File: src/rtl/regfile_pkg.sv
// regfile_pkg: shared constants and busy-update priority kinds for the register file
package regfile_pkg;
    localparam int REG_ZERO  = 0;
    localparam int DEF_N     = 32;
    localparam int DEF_DEPTH = 32;
    typedef enum logic [1:0] {SB_FLUSH, SB_ISSUE, SB_CLEAR} sb_prio_e;
endpackage

File: src/rtl/regfile_scoreboard.sv
// regfile_scoreboard: per-register busy bits with flush/issue/clear priority and pending count
module regfile_scoreboard
    import regfile_pkg::*;
#(
    parameter int DEPTH    = DEF_DEPTH,
    parameter int AW       = $clog2(DEPTH),
    parameter int ZERO_REG = 1,
    parameter int BYPASS   = 1
) (
    input  logic          clk,
    input  logic          rst,
    input  logic [AW-1:0] rd_addr1,
    input  logic [AW-1:0] rd_addr2,
    input  logic          iss_en,
    input  logic [AW-1:0] iss_addr,
    input  logic          wr_en,
    input  logic [AW-1:0] wr_addr,
    input  logic          flush,
    output logic          rd_busy1,
    output logic          rd_busy2,
    output logic [AW:0]   pend_cnt
);
    logic [DEPTH-1:0] busy, busy_nxt;
    logic [AW:0]      cnt;
    always_comb begin
        busy_nxt = busy;
        cnt = '0;
        for (int i = 0; i < DEPTH; i++) begin
            busy_nxt[i] = (ZERO_REG != 0 && i == REG_ZERO) ? 1'b0 :
                          flush                            ? 1'b0 :
                          (iss_en && iss_addr == AW'(i))   ? 1'b1 :
                          (wr_en && wr_addr == AW'(i))     ? 1'b0 : busy[i];
            cnt = cnt + (AW+1)'(busy_nxt[i]);
        end
    end
    always_ff @(posedge clk or negedge rst) begin
        if (!rst) begin
            busy     <= '0;
            pend_cnt <= '0;
        end else begin
            busy     <= busy_nxt;
            pend_cnt <= cnt;
        end
    end
    // A writeback seen this cycle already releases the operand when it is forwarded
    assign rd_busy1 = busy[rd_addr1] & ~(BYPASS != 0 && wr_en && wr_addr == rd_addr1);
    assign rd_busy2 = busy[rd_addr2] & ~(BYPASS != 0 && wr_en && wr_addr == rd_addr2);
endmodule

File: src/rtl/regfile_bypass_sb.sv
// regfile_bypass_sb: 2-read/1-write register file with write-to-read bypass,
// busy scoreboard and RAW stall request
module regfile_bypass_sb
    import regfile_pkg::*;
#(
    parameter int N        = DEF_N,
    parameter int DEPTH    = DEF_DEPTH,
    parameter int AW       = $clog2(DEPTH),
    parameter int ZERO_REG = 1,
    parameter int BYPASS   = 1
) (
    input  logic          clk,
    input  logic          rst,
    input  logic [AW-1:0] rd_addr1,
    input  logic [AW-1:0] rd_addr2,
    input  logic          rd_use1,
    input  logic          rd_use2,
    output logic [N-1:0]  rd_data1,
    output logic [N-1:0]  rd_data2,
    output logic          rd_busy1,
    output logic          rd_busy2,
    output logic          stall,
    input  logic          iss_en,
    input  logic [AW-1:0] iss_addr,
    input  logic          wr_en,
    input  logic [AW-1:0] wr_addr,
    input  logic [N-1:0]  wr_data,
    input  logic          flush,
    output logic [AW:0]   pend_cnt
);
    logic [N-1:0] regs [DEPTH];
    logic         zero1, zero2, zero_wr, fwd1, fwd2;
    assign zero1   = ZERO_REG != 0 && rd_addr1 == AW'(REG_ZERO);
    assign zero2   = ZERO_REG != 0 && rd_addr2 == AW'(REG_ZERO);
    assign zero_wr = ZERO_REG != 0 && wr_addr == AW'(REG_ZERO);
    assign fwd1    = BYPASS != 0 && wr_en && wr_addr == rd_addr1;
    assign fwd2    = BYPASS != 0 && wr_en && wr_addr == rd_addr2;
    always_ff @(posedge clk or negedge rst) begin
        if (!rst) begin
            for (int i = 0; i < DEPTH; i++) regs[i] <= '0;
        end else if (wr_en && !zero_wr) begin
            regs[wr_addr] <= wr_data;
        end
    end
    assign rd_data1 = zero1 ? '0 : fwd1 ? wr_data : regs[rd_addr1];
    assign rd_data2 = zero2 ? '0 : fwd2 ? wr_data : regs[rd_addr2];
    assign stall    = (rd_use1 & rd_busy1) | (rd_use2 & rd_busy2);
    regfile_scoreboard #(
        .DEPTH(DEPTH), .AW(AW), .ZERO_REG(ZERO_REG), .BYPASS(BYPASS)
    ) u_sb (
        .clk(clk), .rst(rst), .rd_addr1(rd_addr1), .rd_addr2(rd_addr2),
        .iss_en(iss_en), .iss_addr(iss_addr), .wr_en(wr_en), .wr_addr(wr_addr),
        .flush(flush), .rd_busy1(rd_busy1), .rd_busy2(rd_busy2), .pend_cnt(pend_cnt)
    );
endmodule

File: config.mk
export PLATFORM = sky130hd
export DESIGN_NAME = regfile_bypass_sb
export DESIGN_NICKNAME = d
export VERILOG_FILES = /design/src/rtl/regfile_pkg.sv /design/src/rtl/regfile_scoreboard.sv /design/src/rtl/regfile_bypass_sb.sv
export SDC_FILE = /design/constraint.sdc
export NUM_CORES = 2
export LEC_CHECK = 0
export BUFFER_PORTS_ARGS = -buffer_cell sky130_fd_sc_hd__buf_2
export CAP_MARGIN = 20
export CELL_PAD_IN_SITES_DETAIL_PLACEMENT = 0
export CELL_PAD_IN_SITES_GLOBAL_PLACEMENT = 1
export CORE_MARGIN = 5
export CORE_UTILIZATION = 39
export CTS_BUF_LIST = sky130_fd_sc_hd__clkbuf_16
export DETAILED_ROUTE_END_ITERATION = 16
export PLACE_DENSITY_LB_ADDON = 0.1
export SKIP_LAST_GASP = 1
export SLEW_MARGIN = 20
export SYNTH_ARGS = -nofsm -noshare
export SYNTH_HDL_FRONTEND = slang
export SYNTH_SLANG_ARGS = --single-unit
export TNS_END_PERCENT = 50
File: constraint.sdc
create_clock -name clk -period 4.5 [get_ports clk]
set_clock_uncertainty 0.2 [all_clocks]
set_input_delay 0.45 -clock clk [delete_from_list [all_inputs] [get_ports clk]]
set_output_delay 0.45 -clock clk [all_outputs]
set_load 0.1 [all_outputs]
==> flow_summary.yaml <==
power_and_ir_drop:
  p_leak_uw: 0.0296
  ir_drop_mv: 0.349
  p_per_area_nw_per_um2: 440
  p_total_uw: 29600
sta:
  fin_ws_ns: -0.666
  finalCriticalPeriod_ns: 5.17
  relSlewSlack_pct: 22.5
  finalSetupViolCount: 5
  worst_pin_slew_ns: 1.16
  finalMaxSlewViolations: 0
  grt_setup_unrepaired: "true"
  period_share_pct: 115
  fmax_mhz: 194
  hold_viol_final: 0
critical_path:
  crit_required_ns: 4.93
  crit_fanout: 2
  cp_data_arrival_time_ns: 5.60
  worst_setup_path_end_kind: "register"
  reg2reg_from: "u_sb.busy[1]"
  critical_path_class: "reg2reg"
  rrSetupSlack_ns: -0.67
  crit_path_start: "u_sb.busy[1]"
  critPathLaunchType: "register"
grt:
  track_usage_pct: 26.5
  antenna_found_initial: 12
  grt_max_degree: 85
  grt_pass1_wl_mm: 303
  overflow: 0
  grt_pass1_vias: 40200
route:
  wl_mm: 208
  routed-via-count: 38100
  post_drt_wl_per_cell_um: 33.8
  detail_route.first_pass.iterations: 5
  drc_errors: 0
  via_per_inst: 6.19
  drt_iter0_drc: 2861
  ant_nets: 0
placed_design:
  io_buffers: 131
  place.gp.congestion: 0.825
  dp_slack_ns: -1.34
  place_hpwl_mm: 126
clock_tree:
  clock_latency_ns: 0.75
  cts.sinks: 1061
  clock-root-buffer: "clkbuf_16"
  cts_buffers: 133
  path_clk_slew_ns: 0.06
  cts_tree: "done"
  cts_buffer_depth: 3
  htree_levels: 4
job:
  maxCapViolCount: 0
logic_synthesis:
  yosysSeqAreaShare_pct: 45.8
  yosysMostFrequentCell: "dfrtp_1"
  synth_nets: 4102
  avgSynthCellArea_um2: 14.5
  synth.area.top_cells: "dfrtp_1 46%, mux2_2 19%, mux4_2 16%"
  ys_top_cells_by_count: "1061 x dfrtp_1, 992 x mux2_2, 413 x mux4_2"
  ys_ff_latch: 1061
  async_flop_share_pct: 100
  synthCells: 4011
  synth_top_area_share_pct: 45.8
  synth-main-ff-cell: "dfrtp_1"
  synth_cell_types: 78
  synth_area_leader_cell: "dfrtp_1"
  synth_edf_count: 0
  ys_warn_count: 0
  syn_area_um2: 58000
worst_hold_path:
  hold_class: "in2reg"
  worstHoldStart: "iss_addr[3]"
final_layout:
  syn2layout_area_growth_pct: 16.0
  final_nets: 4219
  drive_above_1_share_pct: 49.3
status:
  status: "finished with violations"
  violations: "negative setup slack"
floorplanning:
  die-area_um2: 157000
  core_area_um2: 148000
  die_w_um: 396
  initial_utilization_pct: 39.2
  io_pins: 132
  die_h_um: 396
  floorplan.rows: 141
flip-flops by register name (all words and copies together) (netlist names):
signal	count
regs	1024
u_sb.pend_cnt	6
u_sb.busy	31
final cells by class:
type,instances,area [um^2]
Multi-Input combinational cell,2448,29400
Antenna cell,2,5.00
Timing Repair Buffer,431,4550
Sequential cell,1061,26600
Clock buffer,137,3430
Inverter,53,199
Fill cell,13300,80600
Tap cell,1930,2410
Clock inverter,101,702
placed cells by master, fill, tap and decap left out, types with 16 or more instances in the layout:
master,netlist,layout
buf_2,141,58
clkinv_2,0,20
a22oi_1,65,63
buf_12,3,111
clkbuf_16,0,137
clkinv_1,1,29
o21ai_0,56,56
a32o_1,39,39
nor2_4,0,20
mux2i_1,240,240
o22ai_1,89,89
buf_4,12,246
nor2b_1,20,17
mux2_2,992,992
a21o_1,21,21
nor2_1,80,62
inv_1,52,80
fa_1,23,22
dfrtp_1,1061,1061
mux4_1,25,25
a21oi_1,33,30
mux4_2,413,413
nand3_1,17,16
a221oi_1,43,43
nand2_1,69,53
cell families (layout without fill, tap and decap cells):
logic type               after synthesis  after routing  synth area share [%]
multiplexers                        1678           1678                  40.7
flip-flops                          1061           1061                  45.8
buffers and inverters                502            722                  4.17
AO/OA/AOI/OAI                        450            450                  5.71
AND/OR/NAND/NOR                      275            275                  2.43
adder cells (fa/ha/maj)               32             32                 0.988
XOR/XNOR                              13             13                 0.196
other                                  0              2                     0
path summary, 6_finish.rpt:
| kind | end | cells past startpoint |
|---|---|---|
| hold / removal | u_sb.busy[31] | 4 |
| setup / recovery | u_sb.pend_cnt[4] | 18 |
| max in group asynchronous | regs[776] | 4 |
| min in group asynchronous | regs[915] | 2 |
| hold reg to reg | regs[1013] | 0 |
| setup reg to reg | u_sb.pend_cnt[4] | 18 |
per-layer routing:
| layer | global-route usage (%) | wire length [um] |
|---|---|---|
| met5 | 0 | 25 |
| met3 | 3.89 | 9940 |
| met1 | 37.1 | 92000 |
| met2 | 43.4 | 100000 |
| met4 | 7.33 | 6010 |
timing repair:
action	CTS	global route
hold buffers	9	0
pin swaps	1	0
endpoints found under the setup margin	6	6
buffers inserted	3	0
gates resized for setup	2	2
hold endpoints to repair	55	0
through the flow:
step | cell area, um^2 | util, % | hold slack [ns] | TNS, ns | std cells
global route | 67300 | 45.5 | 0.0340 | -3.88 | 6162
CTS | 67200 | 45.5 | 0.000656 | -3.14 | 6161
floorplan | 58100 | - | -0.0456 | -5.82 | 4011
global placement | 63000 | 42.6 | 0.176 | -6.79 | 5911
finish | 67300 | 45.5 | 0.0508 | -2.92 | 6163
detailed placement | 63000 | 42.6 | 0.183 | -6.89 | 5911
worst max-delay path: stages (launching register included):
cell	delay [ns]
dfrtp_1	0.38
a22oi_2	0.15
nor2_1	0.07
ha_1	0.31
inv_2	0.04
fa_1	0.49
fa_1	0.44
fa_1	0.54
fa_1	0.44
fa_1	0.50
inv_1	0.05
fa_1	0.48
ha_2	0.19
inv_2	0.04
fa_2	0.37
inv_1	0.06
a21o_1	0.12
a21oi_2	0.06
xnor2_1	0.11
power breakdown:
group	switching [uW]	leakage [uW]	internal, uW	total [uW]
combinational	3090	0.0138	3590	6680
sequential	1260	0.0136	11300	12600
clock	4340	0.00215	5960	10300
total	8700	0.0296	20900	29600
(Power assumes the default switching activity.)
